<file path="src/rtl/cpu_ctrl_pkg.sv">
// Shared encodings for the multicycle CPU control path:
// states, opcodes, datapath select codes and the control word.
package cpu_ctrl_pkg;

  typedef enum logic [3:0] {
    S_IDLE     = 4'd0,
    S_FETCH    = 4'd1,
    S_DECODE   = 4'd2,
    S_MEM_ADDR = 4'd3,
    S_MEM_RD   = 4'd4,
    S_MEM_WB   = 4'd5,
    S_MEM_WR   = 4'd6,
    S_EXEC     = 4'd7,
    S_R_WB     = 4'd8,
    S_BRANCH   = 4'd9,
    S_JUMP     = 4'd10,
    S_ADDI_EX  = 4'd11,
    S_ADDI_WB  = 4'd12
  } state_e;

  localparam logic [5:0] OP_R    = 6'h00;
  localparam logic [5:0] OP_LW   = 6'h23;
  localparam logic [5:0] OP_SW   = 6'h2B;
  localparam logic [5:0] OP_BEQ  = 6'h04;
  localparam logic [5:0] OP_J    = 6'h02;
  localparam logic [5:0] OP_ADDI = 6'h08;

  localparam logic [1:0] ALU_ADD   = 2'd0;
  localparam logic [1:0] ALU_SUB   = 2'd1;
  localparam logic [1:0] ALU_FUNCT = 2'd2;

  localparam logic [1:0] SRCB_B      = 2'd0;
  localparam logic [1:0] SRCB_FOUR   = 2'd1;
  localparam logic [1:0] SRCB_IMM    = 2'd2;
  localparam logic [1:0] SRCB_IMM_SH = 2'd3;

  localparam logic [1:0] PCS_ALU    = 2'd0;
  localparam logic [1:0] PCS_ALUOUT = 2'd1;
  localparam logic [1:0] PCS_JUMP   = 2'd2;

  typedef struct packed {
    logic       pc_write;
    logic       pc_write_cond;
    logic       iord;
    logic       mem_read;
    logic       mem_write;
    logic       ir_write;
    logic       mem_to_reg;
    logic       reg_dst;
    logic       reg_write;
    logic       alu_src_a;
    logic       ab_load;
    logic [1:0] alu_src_b;
    logic [1:0] alu_op;
    logic [1:0] pc_source;
    logic       instr_done;
  } ctrl_word_t;

endpackage

</file>
<file path="src/rtl/ctrl_word_decode.sv">
// Moore control word per state; mem_ready gating is
// applied by the FSM top, not here.
module ctrl_word_decode
  import cpu_ctrl_pkg::*;
(
  input  state_e     state_i,
  output ctrl_word_t cw_o
);

  always_comb begin
    cw_o = '0;
    case (state_i)
      S_FETCH: begin
        cw_o.mem_read  = 1'b1;
        cw_o.ir_write  = 1'b1;
        cw_o.pc_write  = 1'b1;
        cw_o.alu_src_b = SRCB_FOUR;
        cw_o.alu_op    = ALU_ADD;
        cw_o.pc_source = PCS_ALU;
      end
      S_DECODE: begin
        cw_o.ab_load   = 1'b1;
        cw_o.alu_src_b = SRCB_IMM_SH;
        cw_o.alu_op    = ALU_ADD;
      end
      S_MEM_ADDR, S_ADDI_EX: begin
        cw_o.alu_src_a = 1'b1;
        cw_o.alu_src_b = SRCB_IMM;
        cw_o.alu_op    = ALU_ADD;
      end
      S_MEM_RD: begin
        cw_o.mem_read = 1'b1;
        cw_o.iord     = 1'b1;
      end
      S_MEM_WB: begin
        cw_o.reg_write  = 1'b1;
        cw_o.mem_to_reg = 1'b1;
        cw_o.instr_done = 1'b1;
      end
      S_MEM_WR: begin
        cw_o.mem_write  = 1'b1;
        cw_o.iord       = 1'b1;
        cw_o.instr_done = 1'b1;
      end
      S_EXEC: begin
        cw_o.alu_src_a = 1'b1;
        cw_o.alu_src_b = SRCB_B;
        cw_o.alu_op    = ALU_FUNCT;
      end
      S_R_WB: begin
        cw_o.reg_write  = 1'b1;
        cw_o.reg_dst    = 1'b1;
        cw_o.instr_done = 1'b1;
      end
      S_BRANCH: begin
        cw_o.alu_src_a     = 1'b1;
        cw_o.alu_src_b     = SRCB_B;
        cw_o.alu_op        = ALU_SUB;
        cw_o.pc_write_cond = 1'b1;
        cw_o.pc_source     = PCS_ALUOUT;
        cw_o.instr_done    = 1'b1;
      end
      S_JUMP: begin
        cw_o.pc_write   = 1'b1;
        cw_o.pc_source  = PCS_JUMP;
        cw_o.instr_done = 1'b1;
      end
      S_ADDI_WB: begin
        cw_o.reg_write  = 1'b1;
        cw_o.instr_done = 1'b1;
      end
      default: cw_o = '0;
    endcase
  end

endmodule

</file>
<file path="src/rtl/multicycle_ctrl_fsm.sv">
// Main multicycle CPU control FSM: state register, next-state
// logic and mem_ready gating around the control word decoder.
module multicycle_ctrl_fsm
  import cpu_ctrl_pkg::*;
#(
  parameter int OPW = 6
) (
  input  logic           clk,
  input  logic           reset,
  input  logic [OPW-1:0] opcode,
  input  logic           zero,
  input  logic           mem_ready,
  output logic           pc_write,
  output logic           pc_write_cond,
  output logic           iord,
  output logic           mem_read,
  output logic           mem_write,
  output logic           ir_write,
  output logic           mem_to_reg,
  output logic           reg_dst,
  output logic           reg_write,
  output logic           alu_src_a,
  output logic           ab_load,
  output logic [1:0]     alu_src_b,
  output logic [1:0]     alu_op,
  output logic [1:0]     pc_source,
  output logic           illegal_op,
  output logic           instr_done,
  output logic [3:0]     state
);

  state_e     state_q;
  state_e     state_d;
  ctrl_word_t cw;
  logic       illegal_d;
  logic       in_fetch;
  logic       in_mem_wr;
  logic       unused_zero;

  // zero only qualifies the PC write in the datapath
  assign unused_zero = zero;

  always_ff @(posedge clk or posedge reset) begin
    if (reset) state_q <= S_IDLE;
    else       state_q <= state_d;
  end

  always_comb begin
    state_d   = state_q;
    illegal_d = 1'b0;
    case (state_q)
      S_IDLE:  state_d = S_FETCH;
      S_FETCH: if (mem_ready) state_d = S_DECODE;
      S_DECODE: begin
        case (opcode)
          OPW'(OP_LW),
          OPW'(OP_SW):   state_d = S_MEM_ADDR;
          OPW'(OP_R):    state_d = S_EXEC;
          OPW'(OP_BEQ):  state_d = S_BRANCH;
          OPW'(OP_J):    state_d = S_JUMP;
          OPW'(OP_ADDI): state_d = S_ADDI_EX;
          default: begin
            illegal_d = 1'b1;
            state_d   = S_FETCH;
          end
        endcase
      end
      S_MEM_ADDR: begin
        if (opcode == OPW'(OP_SW)) state_d = S_MEM_WR;
        else                       state_d = S_MEM_RD;
      end
      S_MEM_RD:  if (mem_ready) state_d = S_MEM_WB;
      S_MEM_WR:  if (mem_ready) state_d = S_FETCH;
      S_EXEC:    state_d = S_R_WB;
      S_ADDI_EX: state_d = S_ADDI_WB;
      default:   state_d = S_FETCH;
    endcase
  end

  ctrl_word_decode u_dec (
    .state_i (state_q),
    .cw_o    (cw)
  );

  assign in_fetch  = (state_q == S_FETCH);
  assign in_mem_wr = (state_q == S_MEM_WR);

  // FETCH latches IR/PC and MEM_WR retires only on the ready cycle
  assign pc_write   = cw.pc_write & (mem_ready | ~in_fetch);
  assign ir_write   = cw.ir_write & mem_ready;
  assign instr_done = cw.instr_done & (mem_ready | ~in_mem_wr);

  assign pc_write_cond = cw.pc_write_cond;
  assign iord          = cw.iord;
  assign mem_read      = cw.mem_read;
  assign mem_write     = cw.mem_write;
  assign mem_to_reg    = cw.mem_to_reg;
  assign reg_dst       = cw.reg_dst;
  assign reg_write     = cw.reg_write;
  assign alu_src_a     = cw.alu_src_a;
  assign ab_load       = cw.ab_load;
  assign alu_src_b     = cw.alu_src_b;
  assign alu_op        = cw.alu_op;
  assign pc_source     = cw.pc_source;
  assign illegal_op    = illegal_d;
  assign state         = state_q;

endmodule
</file>
<file path="config.mk">
export PLATFORM = sky130hd
export DESIGN_NAME = multicycle_ctrl_fsm
export DESIGN_NICKNAME = d
export VERILOG_FILES = /design/src/rtl/cpu_ctrl_pkg.sv /design/src/rtl/ctrl_word_decode.sv /design/src/rtl/multicycle_ctrl_fsm.sv
export SDC_FILE = /design/constraint.sdc
export NUM_CORES = 1
export LEC_CHECK = 0
export CAP_MARGIN = 25
export CORE_MARGIN = 1.5
export CORE_UTILIZATION = 41
export DETAILED_ROUTE_END_ITERATION = 10
export GPL_TIMING_DRIVEN = 0
export PLACE_DENSITY_LB_ADDON = 0.08
export SLEW_MARGIN = 10
export SYNTH_ARGS = -nofsm -noshare
export SYNTH_HDL_FRONTEND = slang
export SYNTH_HIERARCHICAL = 1
export SYNTH_SLANG_ARGS = --single-unit
</file>
<file path="constraint.sdc">
create_clock -name clk -period 2 [get_ports clk]
set_clock_uncertainty 0.1 [all_clocks]
set_input_delay 0.2 -clock clk [delete_from_list [all_inputs] [get_ports clk]]
set_output_delay 0.2 -clock clk [all_outputs]
set_load 0.02 [all_outputs]
</file>
# [Word-level counts from Yosys, hierarchy flattened]
# Index checks and enable logic that the tools add are counted.
[word_totals] regBits=4 inputBits=10 output_inout_bits=23 elab_cells=61
[classes] n_eq_ne=20 muxes=22 bitwise_logic=7 n_reduce_logical=11
[op_table] cell="case mux 4 bit (5 select lines)" count=2
[op_table] cell="case mux 4 bit (7 select lines)" count=1
[op_table] cell="equality test 4 bit (second input constant)" count=5
[op_table] cell="equality test 4 x 3 -> 1 bit (second input constant)" count=4
[op_table] cell="two-way mux 1 bit" count=14
[op_table] cell="equality test 6 bit (second input constant)" count=2
[op_table] cell="two-way mux 4 bit" count=3
[op_table] cell="OR reduction 6 bit" count=2
[op_table] cell="OR reduction 2 bit" count=5
[op_table] cell="equality test 4 x 2 -> 1 bit (second input constant)" count=2
[op_table] cell="equality test 6 x 2 -> 1 bit (second input constant)" count=1
[op_table] cell="equality test 6 x 3 -> 1 bit (second input constant)" count=1
[op_table] cell="equality test 6 x 4 -> 1 bit (second input constant)" count=1
[op_table] cell="zero test 6 bit" count=1
[op_table] cell="!= test 2 bit (second input constant)" count=3
[op_table] cell="equality test 4 x 1 -> 1 bit (second input constant)" count=1
[op_table] cell="case mux 2 bit (2 select lines)" count=1
[op_table] cell="OR reduction 4 bit" count=1
[op_table] cell="AND 1 bit" count=3
[op_table] cell="AND reduction 3 bit" count=1
[op_table] cell="OR reduction 3 bit" count=1
[op_table] cell="two-way mux 2 bit" count=1
[op_table] cell="inverter 1 bit" count=2
[op_table] cell="OR 1 bit" count=2

# [Longest topological paths before layout]
# Gate-level depths: netlist (run 1).
[logic_depth] word_depth=4 ltp_mapped=5 depth_no_buf=4

# [By module]
# The synthesis (run 1) kept the hierarchy.
[modules_own_cells] mod="multicycle_ctrl_fsm" n_inst=1 cells_each=52 area_each_um2=394.1 seq_area_each_um2=100.1
[modules_own_cells] mod="ctrl_word_decode" n_inst=1 cells_each=36 area_each_um2=235.2 seq_area_each_um2=0.0

# [Worst setup path after synthesis (run 1)]
# Ideal clock, no wire load.
[synth_path] kind="register to output" start="reg state_q[1] (netlist: state[1])" end="out pc_write" t_arrival_ps=1650 required_time_ps=1700 slack_ps=50 stages_incl_launch_ff=5 path_buffers=1 cell_sequence="dfrtp_1 > buf_6 > or3b_1 > a21oi_2 > a21boi_0"
[synth_lines] element="start: declaration" line_no="multicycle_ctrl_fsm.sv:32" source="state_e state_q;"
[synth_lines] element="start signal: assignment" line_no="multicycle_ctrl_fsm.sv:45" source="else state_q <= state_d;"
[synth_lines] element="end: declaration" line_no="multicycle_ctrl_fsm.sv:13" source="output logic pc_write,"

# [Worst setup path in the final report (run 1)]
[layout_path] start="reg state_q[0] (netlist: state[0])" end="out alu_src_b[0]"
[layout_via] elab_chain_cells=3 word_cells_on_any_way=8 cone_classes="eq/ne: 6; mux: 1; reduce/logical: 1"
[layout_rtl] element="equality test 4 x 2 -> 1 bit / equality test 4 bit (equally long branches)" line_no="ctrl_word_decode.sv:12" source="case (state_i)"
[layout_rtl] element="OR reduction 2 bit" line_no="ctrl_word_decode.sv:12"
[layout_rtl] element="case mux 4 bit (5 select lines) (*)" line_no="ctrl_word_decode.sv:12"
[layout_rtl] element="end: declaration" line_no="multicycle_ctrl_fsm.sv:24" source="output logic [1:0] alu_src_b,"
# Mark *: on every way between the ends. The rest lies on a longest branch, timed or not.

==> results of run 1 <==
worst register-to-register path: stages, from the launching register on:
cell	delay (ps)
dfrtp_1	380
buf_2	180
nor4_1	310
a21boi_0	140
o32ai_1	280
where the power goes:
part | switching [uW] | leakage, uW | internal, uW | total [uW]
combinational | 470 | 0.000407 | 396 | 866
sequential | 39.9 | 0.0000475 | 109 | 149
clock | 28.0 | 0.0000138 | 66.8 | 94.8
layer usage:
metal / global-route usage, % / up-vias / wire length (um)
met2: 33.8 / 22 / 857
met3: 1.72 / 2 / 71
li1: - / 398 / -
met5: 0 / - / 0
met4: 9.38 / 0 / 11
met1: 29.4 / 367 / 869
logic make-up (layout without fill, tap and decap cells):
kind of cell	after synthesis	in the layout	share of synthesized area (%)
compound gates	25	25	29.6
mux	1	1	1.79
simple gates	44	44	38.0
xor+xnor	3	3	4.18
flops	4	4	15.9
buf+inv	11	47	10.5
final cells by class:
class                      count  area [um^2]  area share (%)
inverter                       2         7.51           0.755
buffer                         9         66.3            6.67
sequential                     4          104            10.4
timing repair buffer          33          307            30.8
multi-input combinational     73          469            47.2
tap                           15         18.8            1.89
clock buffer                   3         22.5            2.26
through the flow:
step | instance area, um^2 | utilization [%] | power, uW
after global routing | 995 | 72.8 | 1200
after global placement | 948 | 69.4 | 1030
after CTS | 967 | 70.8 | 1080
after detailed placement | 948 | 69.4 | 1040
after floorplan | 629 | - | 703
final | 995 | 72.8 | 1110
cell usage in the layout, fill, tap and decap left out, types with 2 or more instances in the layout:
cell type and instances:
a211oi_1 2, a21boi_0 2, a21oi_1 3, and3_1 2, buf_4 7, buf_6 2
clkbuf_4 4, clkdlybuf4s15_1 4, clkdlybuf4s50_1 11, dfrtp_2 3, dlygate4sd2_1 13, inv_1 2
nand2_1 6, nand2b_1 6, nand3b_1 3, nor2_1 11, nor2_2 2, nor3_1 5
nor4_1 2, o21ai_0 4, o31ai_1 2, xnor2_1 2
final timing paths:
kind	start	to	slack, ps	cells after the start
worst min register to register	state[3]	state[1]	580	2
worst max register to register	state[2]	state[1]	480	4
worst min-delay path	reset	state[2]	50	2
min in group clk	opcode[1]	state[2]	320	2
max in group asynchronous	reset	state[1]	1590	2
worst max-delay path	state[0]	alu_src_b[0]	60	4
repair_timing:
item,CTS,global route
setup endpoints to repair,18,7
gates resized for setup,27,12
buffers inserted,2,1
==> qor.csv, run 1 <==
stage,metric,value,unit
sta,Final Hold Slack,47.9,ps
sta,Worst Tran Pin Value,320,ps
finish,final net count,136,
clock_network,CTS tree,built,
grt,total track usage,21.4,%
synth,asr flop ratio synth,100,%
drt,DRT Pass-1 Iters,4,
clock_network,Clock transition at path regs,40,ps
grt,vias in the first global route,682,
synth,Mean Syn Cell Area,7.15,um^2
placement,hpwl dp,1300,um
clock_network,hold buffer count at cts,0,
sta,Final Hold Fails,0,
sta,f_max,516,MHz
setup_path,family with the most delay on the worst path,buffers and inverters,
synth,top post-synthesis cells by count,"nor2_1 (12), nand2_1 (6), nand2b_1 (6), nor3_1 (5)",
placement,DP Cell Count,133,
setup_path,"Cell Chain, Critical Path",buf_6 > or2b_1 > a211oi_2 > dlygate4sd2_1,
setup_path,CP max-delay cell,dfrtp_2,
placement,IO Port Bufs,30,
finish,post-route insts no fill,139,
finish,max reg flops,4,
placement,gpl congestion,0.849,
setup_path,worst stage delay on the critical path,450,ps
worst_hold_path,HP Class,input port to asynchronous set/reset pin,
sta,unrepaired setup endpoints after global routing,false,
drt,via count,789,
grt,first-pass GRT wire length,3020,um
sta,Final Setup Violations,0,
floorplan,full die area,1780,um^2
setup_path,critical path class,flop to output port,
setup_path,CP max FO,10,
grt,antenna violations before repair,0,
setup_path,CP Launch Type,flop,
synth,post-synth top area cell,dfrtp_1,
placement,DP Worst Slack,-211,ps
pwr,leakage,0.000468,uW
synth,"EDFF count, synth",0,
finish,Fillers,124,
synth,most frequent cell after synthesis,nor2_1,
synth,Syn Inst Count,88,
setup_path,CP Capture Type,output port,
floorplan,I/O Pins,33,
floorplan,Initial Util,46.1,%
clock_network,root buf cell,clkbuf_4,
drt,number of DRC markers in iteration 0,13,
grt,GR Overflow Total,0,
floorplan,Cell Rows,13,
synth,syn_nets,98,
synth,count of different cell masters after synthesis,40,
sta,Rel. slew slack,78.7,%
synth,Synth top area share,15.9,%
run_status,status,"complete, no violations",
finish,layout cells sized above 1,19.4,%
drt,Routed Antenna Nets,0,
clock_network,clock sinks,4,
clock_network,Bufs on Longest Clock Path,2,
synth,ys flop type,dfrtp_1,
sta,crit share post-route,96.9,%
synth,"top cells by area, synth","dfrtp_1 (16%), nor2_1 (7.2%), nand2b_1 (6.0%)",
grt,largest net degree at the start of global routing,11,
clock_network,total CTS buffers,3,
setup_path,critical path arrival,1640,ps
synth,post-synthesis sequential area ratio,15.9,%
clock_network,H-tree depth,1,
sta,final setup margin,61.5,ps
synth,Mapped Area,629,um^2
sta,Sum Neg Setup Slack,0,ps
sta,Tmin final,1940,ps
pwr,areal power density over the cells,1120,nW/um^2
floorplan,height of the die,42.2,um
run,Maximum Capacitance Violations,0,
synth,"FF+latch count, synth",4,
sta,Max Slew Vio Count,0,
floorplan,Die W,42.2,um
finish,P&R area growth vs syn,58.1,%
drt,DRC viols,0,
drt,WL/cell,13.0,um
floorplan,CORE AREA,1370,um^2
synth,Yosys warning count,6,
drt,Vias/cell,5.68,
setup_path,worst path bufs/invs,2,
drt,drt total wl,1810,um
setup_path,required time of the critical path,1700,ps
clock_network,"Clk Latency, worst-skew pair",230,ps
pwr,Worst VDD drop,0.736,mV
finish,Antenna Diode Count,0,
No activity file was read; power rests on OpenSTA's default activity.
==> run 2: changes to the inputs <==
--- a/config.mk
+++ b/config.mk
@@ -10,8 +10,8 @@
 export CORE_UTILIZATION = 41
 export DETAILED_ROUTE_END_ITERATION = 10
 export GPL_TIMING_DRIVEN = 0
-export PLACE_DENSITY_LB_ADDON = 0.08
-export SLEW_MARGIN = 10
+export PLACE_DENSITY = 0.83
+export SLEW_MARGIN = 20
 export SYNTH_ARGS = -nofsm -noshare
 export SYNTH_HDL_FRONTEND = slang
 export SYNTH_HIERARCHICAL = 1
==> run 2 against run 1 <==
  * Wire length increased by 3.9%
  * Critical path depth unchanged
  * Sequential share of layout area decreased by 0.20 points
  * Sequential cell count unchanged
  * Final area increased by 0.75%
  * Via count decreased by 0.38%
  * Register-to-register slack improved by 20 ps
  * Worst hold slack got worse by 1.4 ps
  * Clock power increased by 7%
  * Clock-buffer cell count unchanged
  * Critical endpoint unchanged
  * Largest power group unchanged
  * Highest routed layer unchanged
==> qor.csv, run 2 (synthesis gave the netlist of run 1 again) <==
stage,metric,value,unit,change
setup_path,worst path bufs/invs,2,,unchanged
drt,number of DRC markers in iteration 0,13,,unchanged
floorplan,full die area,1780,um^2,unchanged
drt,drt total wl,1880,um,+3.9%
floorplan,height of the die,42.2,um,unchanged
grt,total track usage,21.2,%,-0.25 points
floorplan,I/O Pins,33,,unchanged
clock_network,CTS tree,built,,
finish,P&R area growth vs syn,59.2,%,
clock_network,Clock transition at path regs,40,ps,about the same
sta,Final Setup Violations,0,,unchanged
sta,Worst Tran Pin Value,339,ps,+19.3 ps
setup_path,required time of the critical path,1700,ps,about the same
pwr,Worst VDD drop,0.560,mV,-24%
clock_network,Bufs on Longest Clock Path,2,,unchanged
setup_path,CP startpoint,state[0],,
sta,crit share post-route,96.8,%,-0.12 points
sta,Final Hold Fails,0,,unchanged
setup_path,Crit Reg-Reg Endpoint,state[1],,
setup_path,r2r worst-path depth,4,,unchanged
setup_path,Worst Setup EP,alu_src_b[0],,
clock_network,clock sinks,4,,unchanged
drt,Vias/cell,5.61,,-1.1%
grt,GR Overflow Total,0,,unchanged
worst_hold_path,HP Class,input port to asynchronous set/reset pin,,
setup_path,family with the most delay on the worst path,buffers and inverters,,
clock_network,root buf cell,clkbuf_4,,
setup_path,RR Startpoint,state[2],,
setup_path,CP max-delay cell,dfrtp_1,,
finish,most frequent cells in the layout,"dlygate4sd2_1 (14), clkdlybuf4s50_1 (11), nor2_1 (10)",,
grt,antenna violations before repair,0,,unchanged
clock_network,H-tree depth,1,,unchanged
placement,gpl congestion,0.862,,+1.5%
drt,WL/cell,13.4,um,+3.2%
finish,"most common cell after layout, fill and taps aside",dlygate4sd2_1,,
sta,f_max,517,MHz,+0.12%
floorplan,Die W,42.2,um,unchanged
pwr,areal power density over the cells,1150,nW/um^2,+3.5%
sta,Sum Neg Setup Slack,0,ps,unchanged
drt,DRC viols,0,,unchanged
drt,DRT Pass-1 Iters,5,,+1
setup_path,critical path arrival,1640,ps,about the same
setup_path,"Cell Chain, Critical Path",buf_6 > or2b_1 > a211oi_2 > clkdlybuf4s15_1,,
finish,register area,103,um^2,-1.2%
setup_path,worst stage delay on the critical path,450,ps,about the same
grt,first-pass GRT wire length,3050,um,+0.89%
drt,via count,786,,-0.38%
sta,unrepaired setup endpoints after global routing,false,,
grt,largest net degree at the start of global routing,11,,unchanged
finish,multi-input logic area,474,um^2,+1.1%
pwr,leakage,0.000480,uW,+2.5%
placement,hpwl dp,1300,um,-0.30%
setup_path,Worst path depth,4,,unchanged
placement,IO Port Bufs,30,,unchanged
setup_path,CP Capture Type,output port,,
setup_path,CP max FO,10,,unchanged
clock_network,total CTS buffers,3,,unchanged
sta,Rel. slew slack,77.4,%,-1.3 points
finish,Antenna Diode Count,0,,unchanged
setup_path,CP Launch Type,flop,,
sta,Max Slew Vio Count,0,,unchanged
setup_path,R2R setup slack,500,ps,+20 ps
clock_network,"Clk Latency, worst-skew pair",230,ps,about the same
finish,Fillers,114,,-8.1%
drt,Routed Antenna Nets,0,,unchanged
run,Maximum Capacitance Violations,0,,unchanged
grt,vias in the first global route,687,,+0.73%
finish,max reg flops,4,,unchanged
floorplan,CORE AREA,1370,um^2,unchanged
finish,layout cells sized above 1,22.4,%,+3.0 points
run_status,status,"complete, no violations",,
finish,final net count,137,,+0.74%
floorplan,Cell Rows,13,,unchanged
setup_path,critical path class,flop to output port,,
sta,Tmin final,1940,ps,-2.38 ps
pwr,Final Power,1160,uW,+4.3%
floorplan,Initial Util,46.1,%,unchanged
run 2: where the power goes:
group          switching [uW]  total [uW]  internal, uW
sequential               39.3         146           107
clock                    33.8         101          67.2
combinational             496         910           415
total                     569        1160           589
run 2: timing repair:
action                                  4_1_cts  5_1_grt
gates resized for setup                      27       17
setup buffers                                 2        2
hold buffers                                  0        0
pin swaps                                     0        1
endpoints found under the setup margin       18        7
run 2: cell type report:
class / count / share of cell area [%]
Multi-Input combinational cell: 73 / 47.3
Sequential cell: 4 / 10.2
Tap cell: 15 / 1.87
Inverter: 2 / 0.749
Buffer: 9 / 6.62
Timing Repair Buffer: 34 / 31.0
Clock buffer: 3 / 2.25
run 2: per-layer routing:
layer	track usage, %	vias to the layer above	part of all wire (%)
li1	-	397	-
met1	27.9	357	43
met2	36.0	30	51
met3	0	2	4.7
met4	9.38	0	0.96
met5	0	-	0
run 2: worst min path at each step:
| stage | start | to | slack [ps] | depth (start not counted) |
|---|---|---|---|---|
| finish | reset | state[2] | 50 | 2 |
| global route | reset | state[2] | 80 | 2 |
| CTS | reset | state[1] | 50 | 2 |
| detailed placement | reset | state[3] | 290 | 2 |
| global placement | reset | state[2] | 290 | 2 |
| floorplan | reset | state[0] | -130 | 1 |
run 2: through the flow:
step / std cells / hold WS [ps] / cell area [um^2] / utilization (%) / setup WS [ps]
after global placement: 133 / 285 / 948 / 69.4 / -197
after CTS: 138 / 46.0 / 967 / 70.8 / 8.07
after detailed placement: 133 / 292 / 948 / 69.4 / -220
after floorplan: 88 / -134 / 629 / - / 49.8
final: 140 / 46.5 / 1000 / 73.4 / 63.9
after global routing: 140 / 84.1 / 1000 / 73.4 / 5.39
==> run 3: changes to the inputs <==
--- a/config.mk
+++ b/config.mk
@@ -5,7 +5,7 @@
 export SDC_FILE = /design/constraint.sdc
 export NUM_CORES = 1
 export LEC_CHECK = 0
-export CAP_MARGIN = 25
+export CAP_MARGIN = 10
 export CORE_MARGIN = 1.5
 export CORE_UTILIZATION = 41
 export DETAILED_ROUTE_END_ITERATION = 10
==> results of run 3 <==
No change in the layout: final DEF, timing and power equal those of run 2.
